File: config.mk
export PLATFORM = sky130hd
export DESIGN_NAME = collision_detector
export DESIGN_NICKNAME = d
export VERILOG_FILES = /design/src/rtl/rocks_pkg.sv /design/src/rtl/bcd_score_counter.sv /design/src/rtl/collision_detector.sv
export SDC_FILE = /design/constraint.sdc
export NUM_CORES = 1
export LEC_CHECK = 0
export CAP_MARGIN = 20
export CORE_MARGIN = 4
export CORE_UTILIZATION = 45
export CTS_BUF_LIST = sky130_fd_sc_hd__clkbuf_4 sky130_fd_sc_hd__clkbuf_8 sky130_fd_sc_hd__clkbuf_16
export DETAILED_ROUTE_END_ITERATION = 10
export GPL_ROUTABILITY_DRIVEN = 0
export PLACE_DENSITY_LB_ADDON = 0.08
export SLEW_MARGIN = 25
export SYNTH_ARGS = -nofsm -noshare
export SYNTH_HDL_FRONTEND = slang
export SYNTH_SLANG_ARGS = --single-unit
File: constraint.sdc
create_clock -name clk -period 1.95 [get_ports clk]
set_clock_uncertainty 0.15 [all_clocks]
set_input_delay 0.195 -clock clk [delete_from_list [all_inputs] [get_ports clk]]
set_output_delay 0.195 -clock clk [all_outputs]
set_load 0.1 [all_outputs]
File: src/rtl/rocks_pkg.sv
// Shared definitions for the rock field: slot count, collision FSM states and
// BCD score types.
package rocks_pkg;

  localparam int NUM_ROCKS = 10;

  typedef enum logic [1:0] {
    SCAN,
    COMMIT,
    SCORE
  } state_t;

  typedef logic [3:0] bcd_digit_t;

  localparam logic [15:0] SCORE_MAX = 16'h9990;

endpackage

File: src/rtl/bcd_score_counter.sv
// Four-digit BCD score counting in steps of ten. The ones digit is
// permanently zero and the count saturates at SCORE_MAX.
module bcd_score_counter
  import rocks_pkg::*;
(
  input  logic        clk,
  input  logic        resetn,
  input  logic        inc10,
  input  logic        hold,
  output logic [15:0] score
);

  bcd_digit_t tens;
  bcd_digit_t hundreds;
  bcd_digit_t thousands;

  assign score = {thousands, hundreds, tens, 4'h0};

  // NOTE: state registers use non-blocking assignments so every flop samples pre-edge values.
  always_ff @(posedge clk or negedge resetn) begin
    if (!resetn) begin
      tens      <= '0;
      hundreds  <= '0;
      thousands <= '0;
    end else if (inc10 && !hold && (score != SCORE_MAX)) begin
      if (tens == 4'd9) begin
        tens <= '0;
        if (hundreds == 4'd9) begin
          hundreds  <= '0;
          thousands <= thousands + 4'd1;
        end else begin
          hundreds <= hundreds + 4'd1;
        end
      end else begin
        tens <= tens + 4'd1;
      end
    end
  end

endmodule

File: src/rtl/collision_detector.sv
// Per-frame rock/bullet and rock/ship collision accumulation, retire pulses,
// score, lives and ship invulnerability.
module collision_detector #(
  parameter int NUM_ROCKS     = rocks_pkg::NUM_ROCKS,
  parameter int START_LIVES   = 3,
  parameter int INVULN_FRAMES = 120
) (
  input  logic                 clk,
  input  logic                 resetn,
  input  logic                 frame_end,
  input  logic [NUM_ROCKS-1:0] rock_pixel,
  input  logic                 ship_pixel,
  input  logic                 bullet_pixel,
  output logic [NUM_ROCKS-1:0] rock_reset,
  output logic                 bullet_hit,
  output logic                 ship_hit,
  output logic [15:0]          score,
  output logic [1:0]           lives,
  output logic                 game_over
);

  import rocks_pkg::*;

  localparam int CW = $clog2(NUM_ROCKS + 1);
  localparam int IW = $clog2(INVULN_FRAMES + 2);

  state_t                 state;
  state_t                 state_next;
  logic [NUM_ROCKS-1:0]   bhit;
  logic [NUM_ROCKS-1:0]   shit;
  logic [NUM_ROCKS-1:0]   bhit_new;
  logic [NUM_ROCKS-1:0]   shit_new;
  logic [NUM_ROCKS-1:0]   snap;
  logic [CW-1:0]          score_cnt;
  logic [IW-1:0]          invuln_cnt;
  logic                   accept;
  logic                   invuln;
  logic                   hit_now;
  logic                   inc10;

  assign bhit_new = rock_pixel & {NUM_ROCKS{bullet_pixel}};
  assign shit_new = rock_pixel & {NUM_ROCKS{ship_pixel}};
  assign accept   = (state == SCAN) && frame_end;
  assign invuln   = (invuln_cnt != '0);
  // Registered pulses fire on the cycle after the accepted frame_end, so they
  // include any overlap seen on the frame_end cycle itself.
  assign hit_now  = accept && |(shit | shit_new) && !invuln && !game_over;
  assign inc10    = (state == SCORE) && snap[0] && !game_over;

  // NOTE: every combinational output gets a default first so no latch is inferred.
  always_comb begin
    state_next = state;
    case (state)
      SCAN:    if (frame_end) state_next = COMMIT;
      COMMIT:  state_next = SCORE;
      SCORE:   if (score_cnt == CW'(NUM_ROCKS - 1)) state_next = SCAN;
      default: state_next = SCAN;
    endcase
  end

  always_ff @(posedge clk or negedge resetn) begin
    if (!resetn) begin
      state     <= SCAN;
      bhit      <= '0;
      shit      <= '0;
      snap      <= '0;
      score_cnt <= '0;
    end else begin
      state <= state_next;
      if (state == COMMIT) begin
        snap      <= bhit;
        bhit      <= bhit_new;
        shit      <= shit_new;
        score_cnt <= '0;
      end else begin
        bhit <= bhit | bhit_new;
        shit <= shit | shit_new;
        if (state == SCORE) begin
          snap      <= snap >> 1;
          score_cnt <= score_cnt + CW'(1);
        end
      end
    end
  end

  always_ff @(posedge clk or negedge resetn) begin
    if (!resetn) begin
      rock_reset <= '0;
      bullet_hit <= 1'b0;
      ship_hit   <= 1'b0;
      lives      <= 2'(START_LIVES);
      game_over  <= 1'b0;
      invuln_cnt <= '0;
    end else begin
      rock_reset <= accept ? (bhit | bhit_new | shit | shit_new) : '0;
      bullet_hit <= accept && |(bhit | bhit_new);
      ship_hit   <= hit_now;
      if (hit_now) begin
        lives <= lives - 2'd1;
        if (lives == 2'd1) game_over <= 1'b1;
      end
      // The hit frame loads the counter; later accepted frames count it down.
      if (accept && !game_over) begin
        if (hit_now)     invuln_cnt <= IW'(INVULN_FRAMES);
        else if (invuln) invuln_cnt <= invuln_cnt - IW'(1);
      end
    end
  end

  bcd_score_counter u_score (
    .clk    (clk),
    .resetn (resetn),
    .inc10  (inc10),
    .hold   (game_over),
    .score  (score)
  );

endmodule

==> flow_summary.yaml <==
setup_path:
  end_kind: "flop"
  setup.worst_path.end: "u_score.thousands[1]"
  worstSetupStartpointType: "flop"
  critPathRequiredTime_ns: 2.06
  timing.critical_path.fanout_max: 6
  cp-startpoint: "state[0]"
  path_class: "reg2reg"
  r2r_cells: 6
  r2r_start: "state[0]"
  arrival_ns: 1.97
  r2r_slack_ns: 0.09
  rr_endpoint: "u_score.thousands[1]"
clocking:
  htreeDepth: 3
  clkLatencyLatePin_ns: 0.34
  clkTransAtPathRegs_ns: 0.08
  cts_tree: "built"
  cts_buffers: 9
  cts_root_buffer: "clkbuf_8"
  cts_sinks: 70
  clk_path_buf_depth: 2
synth:
  syn_area_um2: 3379
  avgSynthCellArea_um2: 9.969
  synth_top_area_share_pct: 50.35
  yosysTopAreaCell: "dfrtp_1"
  ys_top_cells_by_area: "dfrtp_1 (50%), nand2_1 (5.2%), ha_1 (4.1%)"
  synthCells: 339
  synth_edf_count: 0
  async_flop_share_pct: 100.0
  synth_top_flop_cell: "dfrtp_1"
  yosys_register_bits: 70
  ys_warn_count: 0
  seq_area_frac_synth_pct: 51.91
  ys_types: 51
drt:
  vias: 2587
  drc: 0
  vias_per_cell: 5.143
  drtAntennaViolNets: 0
  first_pass_iters: 4
  wire_per_inst_um: 14.23
  finalWirelength_um: 7160
  first_iter_violations: 74
global_routing:
  grt-ovfl-total: 0
  grt_pass1_wl_um: 12060
  antenna_found_initial: 0
  grt_max_degree: 71
  grt_usage_pct: 17.11
  grt_pass1_vias: 2637
floorplanning:
  core_area_um2: 7292
  std_cell_rows: 31
  dieHeight_um: 94.66
  die_area_um2: 8961
  die_w_um: 94.66
  ios: 46
  start_util_pct: 46.35
run_status:
  run_status: "completed"
place:
  placement.io_buffers: 41
  dp_hpwl_um: 4991
  placed_cell_area_um2: 3998
cells_and_area:
  fin_nets: 425
  drive_gt1_share_pct: 24.50
  n_antenna_cell: 0
  final_cell_mix: "dfrtp_1 (57), nand2_1 (47), buf_4 (44)"
  fill_cells: 680
  layout_commonest_cell: "dfrtp_1"
  stdcell_area_um2: 4197
  area_delta_synth_final_pct: 24.18
  utilization_pct: 57.55
timing:
  setup_viol: 0
  finalHoldViolations: 0
  rsz0062_at_grt: "yes"
  fin_crit_sh_pct: 95.22
  timing.hold.ws_ns: 0.2727
  fin_crit_ns: 1.857
  max_freq_mhz: 538.5
  slew_viol_final: 0
pwr:
  peakVddDrop_mv: 0.9577
  pwr_density_cell_nw_per_um2: 1692
  cellLeakagePower_nw: 1.985
flow_run:
  maxCapViolCount: 0
hold_path:
  hold_path.class: "in2async"
[metrics by stage]
| stage | power [mW] | setup WS (ns) | std cells | TNS, ns |
|---|---|---|---|---|
| after floorplan | 5.109 | 0.01917 | 342 | 0 |
| after global routing | 7.594 | -0.006040 | 503 | -0.006040 |
| after CTS | 7.141 | 0.03696 | 503 | 0 |
| after detailed placement | 6.078 | -0.04857 | 486 | -0.1444 |
| final | 7.100 | 0.09313 | 503 | 0 |
| after global placement | 6.011 | -0.04194 | 486 | -0.1108 |
[layer usage]
layer  GRT usage (%)  share of wire, %
met4           7.813               2.0
met2           26.78                47
met3           3.267               4.6
met5               0                 0
met1           23.02                46
[registers in the layout, indices dropped and copies added, names as in the netlist]
signal,cells
bhit,10
bullet_hit,1
game_over,1
invuln_cnt,7
lives,2
rock_reset,10
score_cnt,4
ship_hit,1
shit,10
snap,10
state,2
u_score.hundreds,4
u_score.tens,4
u_score.thousands,4
[synth_stat cells (2+ instances only)]
library cell,count
o31ai_1,2
and4b_1,2
o211a_1,2
o21ai_0,25
nor2b_1,2
dfrtp_1,68
buf_4,5
or2_2,2
nor4_1,3
ha_1,11
or3_1,2
inv_1,34
a21oi_1,13
nor3_1,6
a31oi_1,11
mux2i_1,10
nand2_1,47
nor2_1,17
clkbuf_1,8
mux2_2,3
nand4_1,6
nor4_2,4
dfstp_2,2
nand3_1,12
and3b_1,2
a21o_1,3
xor2_1,3
xnor2_1,5
buf_2,2
nand3b_1,4
buf_1,2
o22ai_1,2
[repair_timing]
action                                 in CTS  in global routing
buffers inserted                            0                  0
hold buffers                                1                  0
resized for setup                           0                  3
endpoints found under the hold margin      68                  0
setup endpoints to repair                   0                  6
[critical path, stage by stage, from the launching register on]
cell and delay, ns:
dfrtp_1 0.40, inv_1 0.11, ha_1 0.21, and4b_2 0.31, nand2_1 0.14, nor3_2 0.25, mux2i_1 0.22
[where the power goes]
group          switching (mW)  total (mW)  internal, mW  leakage [nW]
sequential              0.484        2.57          2.09         0.832
combinational            2.35        3.48          1.13          1.06
clock                   0.526        1.05         0.519        0.0930
total                    3.36        7.10          3.74          1.99
[worst min-delay path by stage]
| stage | slack [ns] | cells past startpoint | endpoint | startpoint |
|---|---|---|---|---|
| floorplan | -0.25 | 0 | bhit[0] | resetn |
| global placement | 0.10 | 2 | u_score.hundreds[2] | resetn |
| detailed placement | 0.10 | 2 | u_score.hundreds[1] | resetn |
| CTS | 0.27 | 3 | u_score.hundreds[1] | resetn |
| global route | 0.31 | 3 | u_score.hundreds[1] | resetn |
| finish | 0.27 | 3 | u_score.hundreds[1] | resetn |
[kinds of logic after synthesis]
family	Yosys count	synth area share, %
mux	14	4.406
buf+inv	52	6.627
compound gates	67	12.40
xor+xnor	8	2.073
fa+ha+maj	11	4.073
simple gates	116	18.40
other cells	1	0.1110
flops	70	51.91
[final cells by class]
cell class / instances / area (um2) / share of cell area [%]
flip-flops and latches: 70 / 1768 / 42.13
inverters: 34 / 127.6 / 3.041
well taps: 99 / 123.9 / 2.952
multi-input cells: 220 / 1426 / 33.99
clock buffers: 12 / 152.6 / 3.637
clock inverters: 4 / 22.52 / 0.5367
repair buffers: 64 / 575.6 / 13.71
Note: power is estimated with default switching activity, not from simulation.
